`config.mk`:
```
export PLATFORM = sky130hd
export DESIGN_NAME = mcs4_bus_phaser_flat
export DESIGN_NICKNAME = d
export VERILOG_FILES = /design/src/rtl/mcs4_bus_phaser_if.sv /design/src/rtl/mcs4_bus_phaser.sv /design/src/flat_wrapper.sv
export SDC_FILE = /design/constraint.sdc
export NUM_CORES = 1
export LEC_CHECK = 0
export ABC_AREA = 1
export BUFFER_PORTS_ARGS = -buffer_cell sky130_fd_sc_hd__buf_2
export CORE_MARGIN = 2
export CORE_UTILIZATION = 31
export CTS_CLUSTER_SIZE = 14
export DETAILED_ROUTE_END_ITERATION = 7
export GPL_TIMING_DRIVEN = 1
export RECOVER_POWER = 50
export SKIP_LAST_GASP = 1
export SLEW_MARGIN = 20
export SYNTH_ARGS = -nofsm -noshare
export SYNTH_HDL_FRONTEND = slang
export SYNTH_SLANG_ARGS = --single-unit
```
`constraint.sdc`:
```
create_clock -name clk -period 3 [get_ports clk]
set_input_delay 0.3 -clock clk [delete_from_list [all_inputs] [get_ports clk]]
set_output_delay 0.3 -clock clk [all_outputs]
set_load 0.02 [all_outputs]
```
`src/rtl/mcs4_bus_phaser_if.sv`:
```
// rtl/mcs4_bus_phaser_if.sv - core/pad bus bundle for the MCS-4 bus phaser
interface mcs4_bus_phaser_if #(
   parameter int DATA_W  = 4,
   parameter int N_CMRAM = 4
);
   logic [DATA_W-1:0]  core_data_out;
   logic               core_data_oe;
   logic               core_cmrom;
   logic [N_CMRAM-1:0] core_cmram;
   logic [DATA_W-1:0]  bus_in;
   logic [DATA_W-1:0]  bus_out;
   logic               bus_oe;
   logic [DATA_W-1:0]  data_in_q;
   logic               cmrom;
   logic [N_CMRAM-1:0] cmram;

   // core and pads: drive requests and pad input, observe phased results
   modport master (
      output core_data_out, core_data_oe, core_cmrom, core_cmram, bus_in,
      input  bus_out, bus_oe, data_in_q, cmrom, cmram
   );

   // phaser: consume requests and pad input, drive pads and strobes
   modport slave (
      input  core_data_out, core_data_oe, core_cmrom, core_cmram, bus_in,
      output bus_out, bus_oe, data_in_q, cmrom, cmram
   );
endinterface

```
`src/rtl/mcs4_bus_phaser.sv`:
```
// rtl/mcs4_bus_phaser.sv - MCS-4 two-phase clock, subcycle, bus and POC engine
module mcs4_bus_phaser #(
   parameter int CLK_DIV = 2,
   parameter int DATA_W  = 4,
   parameter int N_CMRAM = 4,
   parameter int POC_CYC = 1
) (
   input  logic                clk,
   input  logic                rst_n,
   input  logic                ena,
   input  logic                poc_in,
   mcs4_bus_phaser_if.slave    bus,
   output logic                clk1,
   output logic                clk2,
   output logic [7:0]          phase,
   output logic                sync,
   output logic                poc
);
   localparam int DIV_W   = (CLK_DIV > 1) ? $clog2(CLK_DIV) : 1;
   localparam int STR_LEN = POC_CYC * 8;
   localparam int STR_W   = $clog2(STR_LEN);
   localparam logic [DIV_W-1:0] DIV_LAST = DIV_W'(CLK_DIV - 1);
   localparam logic [STR_W-1:0] STR_LAST = STR_W'(STR_LEN - 1);

   typedef enum logic [2:0] {
      SUB_A1, SUB_A2, SUB_A3, SUB_M1, SUB_M2, SUB_X1, SUB_X2, SUB_X3
   } sub_t;

   logic [DIV_W-1:0]   div_q, div_d;
   logic [1:0]         tick_q, tick_d;
   sub_t               sub_q, sub_d;
   logic               enter_t0;
   logic               leave_t2;
   logic               strobe_sub;
   logic [STR_W-1:0]   str_q;
   logic [DATA_W-1:0]  out_q;
   logic               oe_q;
   logic [DATA_W-1:0]  din_q;
   logic               cmrom_q;
   logic [N_CMRAM-1:0] cmram_q;

   assign bus.bus_out   = out_q;
   assign bus.bus_oe    = oe_q;
   assign bus.data_in_q = din_q;
   assign bus.cmrom     = cmrom_q;
   assign bus.cmram     = cmram_q;

   // Next timebase position; poc_in pins the machine at A1/tick0/div0
   always_comb begin
      div_d    = div_q;
      tick_d   = tick_q;
      sub_d    = sub_q;
      enter_t0 = 1'b0;
      leave_t2 = 1'b0;
      if (poc_in) begin
         div_d  = '0;
         tick_d = 2'd0;
         sub_d  = SUB_A1;
      end else if (div_q == DIV_LAST) begin
         div_d    = '0;
         tick_d   = tick_q + 2'd1;
         leave_t2 = (tick_q == 2'd2);
         if (tick_q == 2'd3) begin
            enter_t0 = 1'b1;
            sub_d    = sub_t'(sub_q + 3'd1);
         end
      end else begin
         div_d = div_q + DIV_W'(1);
      end
      strobe_sub = (sub_d == SUB_A3) || (sub_d == SUB_M2) || (sub_d == SUB_X2);
   end

   // Timebase state register
   always_ff @(posedge clk or negedge rst_n) begin
      if (!rst_n) begin
         div_q  <= '0;
         tick_q <= 2'd0;
         sub_q  <= SUB_A1;
      end else if (ena) begin
         div_q  <= div_d;
         tick_q <= tick_d;
         sub_q  <= sub_d;
      end
   end

   // Registered outputs: clocks, phase strobes, bus turnaround, CM gating, POC stretch
   always_ff @(posedge clk or negedge rst_n) begin
      if (!rst_n) begin
         clk1    <= 1'b0;
         clk2    <= 1'b0;
         phase   <= 8'h01;
         sync    <= 1'b0;
         out_q   <= '0;
         oe_q    <= 1'b0;
         din_q   <= '0;
         cmrom_q <= 1'b0;
         cmram_q <= '0;
         poc     <= 1'b1;
         str_q   <= '0;
      end else if (ena) begin
         clk1  <= (tick_d == 2'd0);
         clk2  <= (tick_d == 2'd2);
         phase <= 8'h01 << sub_d;
         sync  <= (sub_d == SUB_X3);
         if (poc_in) begin
            oe_q    <= 1'b0;
            cmrom_q <= 1'b0;
            cmram_q <= '0;
            poc     <= 1'b1;
            str_q   <= '0;
         end else begin
            if (enter_t0) begin
               oe_q    <= bus.core_data_oe;
               out_q   <= bus.core_data_out;
               cmrom_q <= bus.core_cmrom & strobe_sub;
               cmram_q <= strobe_sub ? bus.core_cmram : '0;
            end
            // tick3 is the turnaround slot, and clk2 falls here
            if (leave_t2) begin
               oe_q  <= 1'b0;
               din_q <= bus.bus_in;
            end
            if (poc && enter_t0) begin
               if (str_q == STR_LAST) begin
                  poc <= 1'b0;
               end else begin
                  str_q <= str_q + STR_W'(1);
               end
            end
         end
      end
   end
endmodule

```
`src/flat_wrapper.sv`:
```
// flat-port wrapper written by rule: the top's interface ports become plain ports
module mcs4_bus_phaser_flat 
#(
   parameter int CLK_DIV = 2,
   parameter int DATA_W  = 4,
   parameter int N_CMRAM = 4,
   parameter int POC_CYC = 1
)
  (clk, rst_n, ena, poc_in, clk1, clk2, phase, sync, poc, bus_core_data_out, bus_core_data_oe, bus_core_cmrom, bus_core_cmram, bus_bus_in, bus_bus_out, bus_bus_oe, bus_data_in_q, bus_cmrom, bus_cmram);
  mcs4_bus_phaser_if #(.DATA_W(DATA_W), .N_CMRAM(N_CMRAM)) bus_i ();
  input  logic clk;
  input  logic rst_n;
  input  logic ena;
  input  logic poc_in;
  output logic clk1;
  output logic clk2;
  output logic [7:0] phase;
  output logic sync;
  output logic poc;
  input wire logic [$bits(bus_i.core_data_out)-1:0] bus_core_data_out;
  input wire logic [$bits(bus_i.core_data_oe)-1:0] bus_core_data_oe;
  input wire logic [$bits(bus_i.core_cmrom)-1:0] bus_core_cmrom;
  input wire logic [$bits(bus_i.core_cmram)-1:0] bus_core_cmram;
  input wire logic [$bits(bus_i.bus_in)-1:0] bus_bus_in;
  output wire logic [$bits(bus_i.bus_out)-1:0] bus_bus_out;
  output wire logic [$bits(bus_i.bus_oe)-1:0] bus_bus_oe;
  output wire logic [$bits(bus_i.data_in_q)-1:0] bus_data_in_q;
  output wire logic [$bits(bus_i.cmrom)-1:0] bus_cmrom;
  output wire logic [$bits(bus_i.cmram)-1:0] bus_cmram;
  assign bus_i.core_data_out = bus_core_data_out;
  assign bus_i.core_data_oe = bus_core_data_oe;
  assign bus_i.core_cmrom = bus_core_cmrom;
  assign bus_i.core_cmram = bus_core_cmram;
  assign bus_i.bus_in = bus_bus_in;
  assign bus_bus_out = bus_i.bus_out;
  assign bus_bus_oe = bus_i.bus_oe;
  assign bus_data_in_q = bus_i.data_in_q;
  assign bus_cmrom = bus_i.cmrom;
  assign bus_cmram = bus_i.cmram;
  mcs4_bus_phaser #(.CLK_DIV(CLK_DIV), .DATA_W(DATA_W), .N_CMRAM(N_CMRAM), .POC_CYC(POC_CYC)) u_core (.clk(clk), .rst_n(rst_n), .ena(ena), .poc_in(poc_in), .bus(bus_i), .clk1(clk1), .clk2(clk2), .phase(phase), .sync(sync), .poc(poc));
endmodule
```
==> results_dict.tcl <==
set metrics [dict create \
    outcome "finished, violations left" \
    violations "max-capacitance violations, max-slew violations" \
    post_cts_buffers 0 \
    hp-start "bus_core_data_out[0]" \
    rsz0062_at_grt "false" \
    path_delay_family "buffers and inverters" \
    slew_headroom_pct -21.1 \
    drive_above_1_share_pct 23.7 \
    slowest_delay_ps 1280 \
    initial_core_util_pct 32.5 \
    worst_slew_pin_slew_ps 1820 \
    grt_util_all_layers_pct 13.0 \
    dpl.hpwl_um 2280 \
    setup-tns-final_ps 0 \
    grt_pass1_wl_um 5480 \
    cts_max_path_buffers 2 \
    power_mw 1.16 \
    globalplace.congestion 0.783 \
    synth_most_common_cell "nand2_1" \
    fmax_mhz 645 \
    swShare_pct 31.7 \
    root_buffer "clkbuf_8" \
    synthesis.nets 201 \
    syn_inst 178 \
    final_net_count 246 \
    port_buffers 43 \
    synthArstFlopShare_pct 100 \
    grt_overflow_total 0 \
    antenna_left 0 \
    die_w_um 74.9 \
    ys_types 24 \
    area_growth_pct 21.6 \
    grt_pass1_vias 1244 \
    cp-start-kind "input pin" \
    min_period_ps 1550 \
    multi_input_area_um2 618 \
    seqPwrFrac_pct 49.4 \
    synth-seq-cells 34 \
    drtIter0Drc 49 \
    rrSetupSlack_ps 1450 \
    pin_count 44 \
    wire_per_inst_um 10.7 \
    holdPathEnd "u_core.bus.bus_out[0]" \
    p_int_mw 0.792 \
    design.die.area_um2 5610 \
    reg2reg_from "u_core.tick_q[0]" \
    worstSetupPathType "input pin to async pin" \
    dr.pass1.iters 4 \
    path_buf_inv 1 \
    cts_buffers 5 \
    worst_r2r_endpoint "u_core.str_q[2]" \
    row_count 25 \
    ir_drop_v 0.000315 \
    finalHoldViolCount 0 \
    netSwitchingPower_mw 0.368 \
    finalCritPeriodShare_pct 51.7 \
    hold_path.class "input pin to register" \
    coreArea_um2 4790 \
    worst_ep_arrival_time_ps 1600 \
    cts_resized 0 \
    crit_required_ps 3050 \
    wl_um 3120 \
    synth_commonest_cells "nand2_1 (66), dfrtp_1 (32), nand3_1 (13)" \
    clock-sinks 34 \
    fin_skew_ps 4.98 \
    tritoncts "built" \
    holdPathStages 3 \
    synth_area_leaders "dfrtp_1 (51%), nand2_1 (16%), nand3_1 (4.2%), ha_1 (4.0%), o21ai_1 (3.5%)" \
    h-tree-depth 2 \
    holdBufCountCts 0 \
    synth_area_um2 1560 \
    finalSetupViolations 0 \
    power_leakage_nw 1.01 \
    end_kind "async pin" \
    grt_start_max_net_pins 35 \
    p_comb_share_pct 20.8 \
    n_antenna_cell 0 \
    slew_violations 35 \
    n_fill_cell 506 \
    p_per_area_nw_per_um2 612 \
    synth-seq-area-share_pct 54.8 \
    ff_latch_area_um2 853 \
    drc 0 \
    rr_worst_depth 8 \
    synth_area_per_cell_um2 8.75 \
    clk_pin_slew_ps 70 \
    via_per_inst 4.38 \
    path_cells "clkbuf_1" \
    ys.flop_type "dfrtp_1" \
    die_y_um 74.9 \
    cp_max_fo 34 \
    vias 1274 \
    yosysTopAreaCell "dfrtp_1" \
    synth_edf_count 0 \
    insertion_delay_ps 280 \
    antenna_found_initial 0 \
    ys_warn_count 0 \
    cpMaxStageDelayCell "clkbuf_1" \
    clock_power_share_pct 29.8 \
    synth_top_area_share_pct 51.4 \
    cap_violations 1 \
]
[how the worst max path moves through the flow]
stage | startpoint | end | slack (ps) | cells after the start
floorplan | u_core.tick_q[0] | u_core.str_q[0] | 1650 | 8
global placement | u_core.tick_q[0] | u_core.str_q[0] | 1520 | 8
detailed placement | u_core.tick_q[0] | u_core.str_q[2] | 1450 | 8
CTS | u_core.tick_q[0] | u_core.str_q[2] | 1450 | 8
global route | rst_n | u_core.phase[3] | 1110 | 1
finish | rst_n | u_core.phase[2] | 1450 | 1
[state kept, by name, indices dropped and copies added (netlist names)]
name / flops
u_core.bus.cmrom: 1
u_core.div_q: 1
u_core.bus.bus_out: 4
u_core.sub_q: 3
u_core.bus.cmram: 4
u_core.sync: 1
u_core.clk1: 1
u_core.phase: 7
u_core.str_q: 3
u_core.tick_q: 2
u_core.poc: 1
u_core.bus.data_in_q: 4
u_core.bus.bus_oe: 1
u_core.clk2: 1
[cell families after synthesis]
| group | Yosys count | synth area share [%] |
|---|---|---|
| and+or+nand+nor | 95 | 26.7 |
| DFF | 34 | 54.8 |
| AOI/OAI and AO/OA | 26 | 9.00 |
| buffers and inverters | 18 | 5.54 |
| adders and majority gates | 5 | 4.02 |
[metrics by stage]
stage	worst slack [ps]	utilization, %	hold slack (ps)	cells	area, µm²
5_1_grt	1110	39.6	212	291	1890
2_1_floorplan	1650	-	4.41	178	1560
3_5_place_dp	1450	38.0	429	283	1820
4_1_cts	1450	39.9	110	291	1910
3_3_place_gp	1520	38.0	422	283	1820
6_report	1450	39.6	208	291	1890
[per-layer routing]
layer	vias up	GRT usage [%]	part of all wire (%)
li1	664	-	-
met1	564	16.6	48
met2	39	19.7	42
met3	7	5.09	7.7
met4	0	5.36	1.8
met5	-	0	0
[worst register-to-register path: stages, from the launching register on]
cell	delay (ps)
dfrtp_1	410
ha_1	260
nand2_1	120
nand2_2	130
nand2_4	100
a21oi_2	190
nand2_1	120
nand2_1	80
nand2_1	50
[power groups by stage]
| stage | clock network [mW] | registers (mW) | logic, mW |
|---|---|---|---|
| 2_1_floorplan | 0 | 0.628 | 0.117 |
| 3_3_place_gp | 0 | 0.580 | 0.246 |
| 3_5_place_dp | 0 | 0.579 | 0.252 |
| 4_1_cts | 0.360 | 0.573 | 0.252 |
| 5_1_grt | 0.381 | 0.585 | 0.276 |
| 6_report | 0.345 | 0.574 | 0.241 |
[cell type report]
type | instances | area share [%]
inverters | 13 | 2.58
multi-input cells | 126 | 32.6
well taps | 67 | 4.43
flip-flops and latches | 34 | 45.0
clock inverters | 1 | 0.264
repair buffers | 43 | 10.5
clock buffers | 7 | 4.56
[layout by cell type, fill, tap and decap left out, drive strengths merged]
| cell | count |
|---|---|
| ha | 5 |
| buf | 30 |
| nand3b | 1 |
| nor2 | 7 |
| clkinv | 1 |
| dfstp | 2 |
| o21ai | 22 |
| inv | 13 |
| nand2 | 70 |
| a21oi | 3 |
| nand4 | 3 |
| nand3 | 14 |
| clkbuf | 20 |
| dfrtp | 32 |
| o21a | 1 |
No activity file was read; power rests on OpenSTA's default activity.
